$ cat src/rtl/mem_arbiter.sv
// mem_arbiter: two-client round-robin arbiter sharing one single-port BRAM.
// Client A and client B issue valid/ready requests. The winner drives the
// memory directly in the same cycle. A read is answered by a one-cycle
// rsp_valid strobe, and its data comes straight from the memory output.
module mem_arbiter #(
    parameter int RAM_WIDTH     = 32,
    parameter int RAM_ADDR_BITS = 9
) (
    input  logic                     clock,
    input  logic                     reset_n,
    // client A
    input  logic                     a_req_valid,
    output logic                     a_req_ready,
    input  logic                     a_req_write,
    input  logic [RAM_ADDR_BITS-1:0] a_req_addr,
    input  logic [RAM_WIDTH-1:0]     a_req_wdata,
    output logic                     a_rsp_valid,
    output logic [RAM_WIDTH-1:0]     a_rsp_rdata,
    // client B
    input  logic                     b_req_valid,
    output logic                     b_req_ready,
    input  logic                     b_req_write,
    input  logic [RAM_ADDR_BITS-1:0] b_req_addr,
    input  logic [RAM_WIDTH-1:0]     b_req_wdata,
    output logic                     b_rsp_valid,
    output logic [RAM_WIDTH-1:0]     b_rsp_rdata,
    // memory side
    output logic                     ram_enable,
    output logic                     write_enable,
    output logic [RAM_ADDR_BITS-1:0] address,
    output logic [RAM_WIDTH-1:0]     input_data,
    input  logic [RAM_WIDTH-1:0]     output_data
);

    typedef enum logic [1:0] {
        GRANT_NONE = 2'd0,
        GRANT_A    = 2'd1,
        GRANT_B    = 2'd2
    } grant_e;

    grant_e w_grant;
    logic   r_last_grant_b;   // 1: B won the most recent granted cycle
    logic   r_a_rsp_valid;
    logic   r_b_rsp_valid;

    // Pick the winner: a lone requester always wins, and under contention the client that did not go last wins.
    always_comb begin
        w_grant = GRANT_NONE;
        if (!reset_n) begin
            w_grant = GRANT_NONE;
        end else if (a_req_valid && b_req_valid) begin
            w_grant = r_last_grant_b ? GRANT_A : GRANT_B;
        end else if (a_req_valid) begin
            w_grant = GRANT_A;
        end else if (b_req_valid) begin
            w_grant = GRANT_B;
        end else begin
            w_grant = GRANT_NONE;
        end
    end

    // Route the winner to the memory and raise its ready. The A fields stay on the bus when idle.
    always_comb begin
        a_req_ready  = 1'b0;
        b_req_ready  = 1'b0;
        ram_enable   = 1'b0;
        write_enable = 1'b0;
        address      = a_req_addr;
        input_data   = a_req_wdata;
        case (w_grant)
            GRANT_A: begin
                a_req_ready  = 1'b1;
                ram_enable   = 1'b1;
                write_enable = a_req_write;
            end
            GRANT_B: begin
                b_req_ready  = 1'b1;
                ram_enable   = 1'b1;
                write_enable = b_req_write;
                address      = b_req_addr;
                input_data   = b_req_wdata;
            end
            default: begin
                a_req_ready  = 1'b0;
                b_req_ready  = 1'b0;
                ram_enable   = 1'b0;
                write_enable = 1'b0;
            end
        endcase
    end

    // Remember who was granted last. Reset points at B, so A wins the first contended cycle.
    always_ff @(posedge clock or negedge reset_n) begin
        if (!reset_n) begin
            r_last_grant_b <= 1'b1;
        end else begin
            case (w_grant)
                GRANT_A: r_last_grant_b <= 1'b0;
                GRANT_B: r_last_grant_b <= 1'b1;
                default: r_last_grant_b <= r_last_grant_b;
            endcase
        end
    end

    // Single-cycle response strobe for an accepted read. It lines up with the BRAM's one-cycle latency.
    always_ff @(posedge clock or negedge reset_n) begin
        if (!reset_n) begin
            r_a_rsp_valid <= 1'b0;
            r_b_rsp_valid <= 1'b0;
        end else begin
            r_a_rsp_valid <= (w_grant == GRANT_A) && !a_req_write;
            r_b_rsp_valid <= (w_grant == GRANT_B) && !b_req_write;
        end
    end

    assign a_rsp_valid = r_a_rsp_valid;
    assign b_rsp_valid = r_b_rsp_valid;
    assign a_rsp_rdata = output_data;
    assign b_rsp_rdata = output_data;

endmodule

$ cat config.mk
export PLATFORM = sky130hd
export DESIGN_NAME = mem_arbiter
export DESIGN_NICKNAME = d
export VERILOG_FILES = /design/src/rtl/mem_arbiter.sv
export SDC_FILE = /design/constraint.sdc
export NUM_CORES = 1
export LEC_CHECK = 0
export CAP_MARGIN = 10
export CORE_AREA = 2 2 89 91
export DETAILED_ROUTE_END_ITERATION = 7
export DIE_AREA = 0 0 91 93
export GPL_TIMING_DRIVEN = 0
export PLACE_DENSITY_LB_ADDON = 0.08
export RECOVER_POWER = 25
export SETUP_SLACK_MARGIN = 0.05
export SYNTH_ARGS = -nofsm -noshare
export SYNTH_HDL_FRONTEND = slang
export SYNTH_SLANG_ARGS = --single-unit
$ cat constraint.sdc
create_clock -name clock -period 2.6 [get_ports clock]
set_input_delay 0.52 -clock clock [delete_from_list [all_inputs] [get_ports clock]]
set_output_delay 0.52 -clock clock [all_outputs]
set_load 0.05 [all_outputs]
# After elaboration in Yosys (flattened, before gate mapping)
# Index checks and enable logic that the tools add are counted.
[totals]
wordCells = 24
out_inout_bits = 111
input_bits = 120
reg_bits = 3
[op_classes]
n_eq_ne = 2
reduce_logical = 7
muxes = 12
[op_table]
columns = ["cell", "count"]
rows = [
  ["$mux 32", 1],
  ["$mux 2", 5],
  ["$mux 9", 1],
  ["$pmux 1 s2", 2],
  ["$logic_and 1x1->1", 3],
  ["$mux 1", 3],
  ["$eq 2x1->1 const B", 1],
  ["$eq 2x2->1 const B", 1],
  ["$logic_not 1->1", 2],
  ["$reduce_bool 2->1", 1],
  ["$reduce_or 2->1", 1],
]

# Logic depth before layout (Yosys ltp)
[depth]
depth_word = 7
mapped_depth = 7
ltp_nobuf = 5

# Least setup slack after synthesis
# No wires, ideal clock.
[synth_path]
path_type = "input -> output"
startpoint = "input port b_req_valid"
endpoint = "output port write_enable"
path_slack_ns = -0.300
path_buffers = 2
required_time_ns = 2.080
arrival_time_ns = 2.380
stages = 7
cell_sequence = "inv_1 o211ai_1 ha_1 buf_6 buf_6 a22oi_1 nor2_1"
[synth_via]
elab_chain_len = 6
word_cells_on_any_way = 8
classes_between = "eq/ne (2); mux (5); reduce/logical (1)"
[synth_rtl]
columns = ["element", "line_no", "rtl"]
rows = [
  ["start, declared", "20", "input logic b_req_valid,"],
  ["$mux 2", "55", "end else if (b_req_valid) begin"],
  ["$mux 2", "53", "end else if (a_req_valid) begin"],
  ["$mux 2 (*)", "51", "end else if (a_req_valid && b_req_valid) begin"],
  ["$mux 2 (*)", "49", "if (!reset_n) begin"],
  ["$eq 2x2->1 or $eq 2x1->1 (tied branches)", "70", "case (w_grant)"],
  ["$pmux 1 s2 (*)", "70", ""],
  ["end, declared", "29", "output logic write_enable,"],
]
# Mark *: on every way between the ends. The rest lies on a longest branch, timed or not.

# Worst setup path after layout
[layout_path]
startpoint = "register r_last_grant_b"
endpoint = "output port address[1]"
[layout_via]
elab_chain_len = 5
[layout_rtl]
columns = ["element", "line_no", "rtl"]
rows = [
  ["start, declared", "42", "logic r_last_grant_b;"],
  ["start signal, assigned", "100", "default: r_last_grant_b <= r_last_grant_b;"],
  ["$mux 2", "52", "w_grant = r_last_grant_b ? GRANT_A : GRANT_B;"],
  ["$mux 2", "51", ""],
  ["$mux 2", "49", ""],
  ["$eq 2x2->1", "70", ""],
  ["$mux 9", "70", ""],
  ["end, declared", "30", "output logic [RAM_ADDR_BITS-1:0] address,"],
]
# Every way passes these cells.

==> impl_metrics.csv <==
group,metric,value,unit
outcome,status,"finished clean",
synthesis,synth-seq-cells,3,
global_route,grt_max_degree,11,
synthesis,synth_edf_count,0,
sta,setup_viol,0,
worst_setup_path,start_kind,"register",
synthesis,syn_area_per_cell,10.6,um^2
finish,areaGrowthSynthToFinish,177,%
placed_design,dp_hpwl,4.98,mm
placed_design,place.gp.congestion,0.660,
sta,maxSlewHeadroom,65.7,%
detailed_routing,wl_per_cell,13.3,um
sta,hold_viol_final,0,
detailed_routing,wl_met3,605,um
sta,final.setup.tns,0,ns
floorplan,core_area,7530,um^2
sta,setup_slack,0.125,ns
synthesis,synth_top_area_share,41.5,%
synthesis,yosysTopAreaCell,"mux2_4",
floorplan,start_util,17.8,%
sta,rsz0062_at_grt,"no",
floorplan,num_rows,32,
detailed_routing,drc,0,
detailed_routing,routed_wl,5.81,mm
detailed_routing,vias_per_cell,3.65,
floorplan,die_x,91,um
worst_setup_path,end_kind,"primary output",
finish,antennaDiodeCount,0,
worst_setup_path,critical_path_class,"reg2out",
detailed_routing,vias,1599,
finish,drive_gt1_share,50.3,%
detailed_routing,met1_length,1.97,mm
floorplan,die_area,8460,um^2
global_route,grt_pass1_wl,8.27,mm
sta,worstMarginPinSlew,0.513,ns
worst_setup_path,crit_path_max_fanout,5,
power,ir_drop,258,uV
global_route,antenna_found_initial,0,
clocking,clkTransAtPathRegs,0.03,ns
floorplan,pin_count,231,
global_route,grt_usage,12.0,%
floorplan,dieHeight,93,um
sta,fmax,404,MHz
global_route,overflow,0,
finish,final_core_util,49.3,%
power,pwr-share-comb,85.0,%
clocking,cts_sinks,3,
clocking,cts_tree,"done",
power,leakage,1.72,nW
synthesis,synthesis.area,1340,um^2
clocking,cts.htree.levels,1,
synthesis,syn_nets,249,
detailed_routing,first_pass_iters,4,
synthesis,synthTopCellsByArea,"mux2_4 (41%), buf_4 (36%), buf_12 (4.5%)",
synthesis,ys_async_sr_fraction,100,%
finish,fin_area,3710,um^2
synthesis,ys_warn_count,0,
detailed_routing,highest_layer,"met4",
synthesis,synth_cell_types,17,
finish,final_common_cell,"clkdlybuf4s50_1",
synthesis,ys_seq_area_share,5.70,%
power,clockPowerShare,10.5,%
placed_design,place_area,3450,um^2
detailed_routing,wl_met2,3.19,mm
clocking,hold_buffers,0,
worst_setup_path,cp_slowest_stage_delay,0.53,ns
clocking,cts_made_buffers,3,
worst_setup_path,reg2reg_slack,1.01,ns
power,power.share.sequential,4.5,%
worst_setup_path,arrival,1.95,ns
worst_setup_path,crit_chain,"buf_6 > o211ai_1 > ha_4 > buf_12 > clkbuf_16 > mux2_4 > buf_4",
worst_setup_path,cpMaxStageDelayCell,"dfstp_2",
detailed_routing,drtAntennaViolNets,0,
power,switching_share,46.9,%
sta,fin_skew,0.00189,ns
power,intPower,0.678,mW
placed_design,pre_cts_ws,-0.842,ns
sta,fin_crit_sh,95.2,%
placed_design,io_buffer_count,198,
sta,whs,0.216,ns
finish,num-nets-final,459,
global_route,grt_pass1_vias,1598,
sta,maxSlewViolCount,0,
sta,period_needed,2.47,ns
hold_path,min_path_type,"in2async",
synthesis,synth_cells,127,
synthesis,yosys_most_used_dff,"dfrtp_1",
finish,layout_common_cells,"clkdlybuf4s50_1 (127), buf_4 (71), mux2_4 (38)",
detailed_routing,dr.first_iter.drc_count,10,
worst_setup_path,required,2.08,ns
clocking,clock_tree.root_cell,"clkbuf_8",
power,netSwitchingPower,0.599,mW
job,cap_viol_max_count,0,
power,power_per_cell_area,344,nW/um^2
clocking,worstSkewPairLatency,0.21,ns
clocking,clockBufferDepth,2,
repair_timing:
item | CTS | global route
cloned | 1 | 4
pin swaps | 3 | 2
resized for setup | 270 | 42
setup buffers | 2 | 0
setup endpoints to repair | 45 | 34
synthesized netlist by cell type, types with 2 or more instances:
library cell,n
buf_12,3
buf_4,64
ha_1,2
inv_1,2
mux2_4,37
mux2_2,5
buf_6,2
nor2b_1,2
dfrtp_1,2
worst max-delay path: cells and delay by family, from the launching register on:
| kind | cells | cell delay, ns |
|---|---|---|
| buffers and inverters | 4 | 0.58 |
| DFF | 1 | 0.53 |
| muxes | 1 | 0.29 |
| adders and majority gates | 1 | 0.22 |
| AOI/OAI and AO/OA | 1 | 0.12 |
final cells by class:
cell class	count	area [um^2]
Timing Repair Buffer	205	2160
Tap cell	102	128
Multi-Input combinational cell	53	717
Fill cell	715	3810
Buffer	69	581
Inverter	2	7.51
Sequential cell	3	76.3
Clock buffer	4	45.0
sequential cells by signal, indices dropped and copies added (netlist names):
name,count
a_rsp_valid,1
r_last_grant_b,1
b_rsp_valid,1
stage by stage:
| step | std cells | power, mW |
|---|---|---|
| CTS | 434 | 1.23 |
| detailed placement | 427 | 1.08 |
| floorplan | 127 | 0.730 |
| finish | 438 | 1.28 |
| global placement | 427 | 1.08 |
| global route | 438 | 1.33 |
power by group through the flow:
stage	registers (mW)	clock network (mW)	logic, mW
after floorplan	0.0622	0	0.668
after global placement	0.0581	0	1.02
after detailed placement	0.0583	0	1.02
after CTS	0.0565	0.138	1.03
after global routing	0.0581	0.149	1.13
final	0.0569	0.134	1.09
layer usage:
metal  vias to the layer above  GRT usage (%)
li1                        781              -
met1                       699           12.3
met2                       117           23.8
met3                         2           4.03
met4                         0           1.77
met5                         -              0
final timing paths:
path | startpoint | end | cells after the start
max reg2reg | r_last_grant_b | r_last_grant_b | 6
min reg2reg | r_last_grant_b | r_last_grant_b | 2
max in group asynchronous | reset_n | r_last_grant_b | 1
min | reset_n | b_rsp_valid | 1
max | r_last_grant_b | address[1] | 7
min in group clock | r_last_grant_b | r_last_grant_b | 2
logic make-up (layout without fill, tap and decap cells):
kind of cell	count (synthesis)	after routing	synth area share, %
flops	3	3	5.70
mux	42	42	45.7
fa+ha+maj	2	2	1.87
buf+inv	71	280	42.6
compound gates	3	3	1.87
simple gates	6	6	2.33
Power figures use the tool's default switching activity.
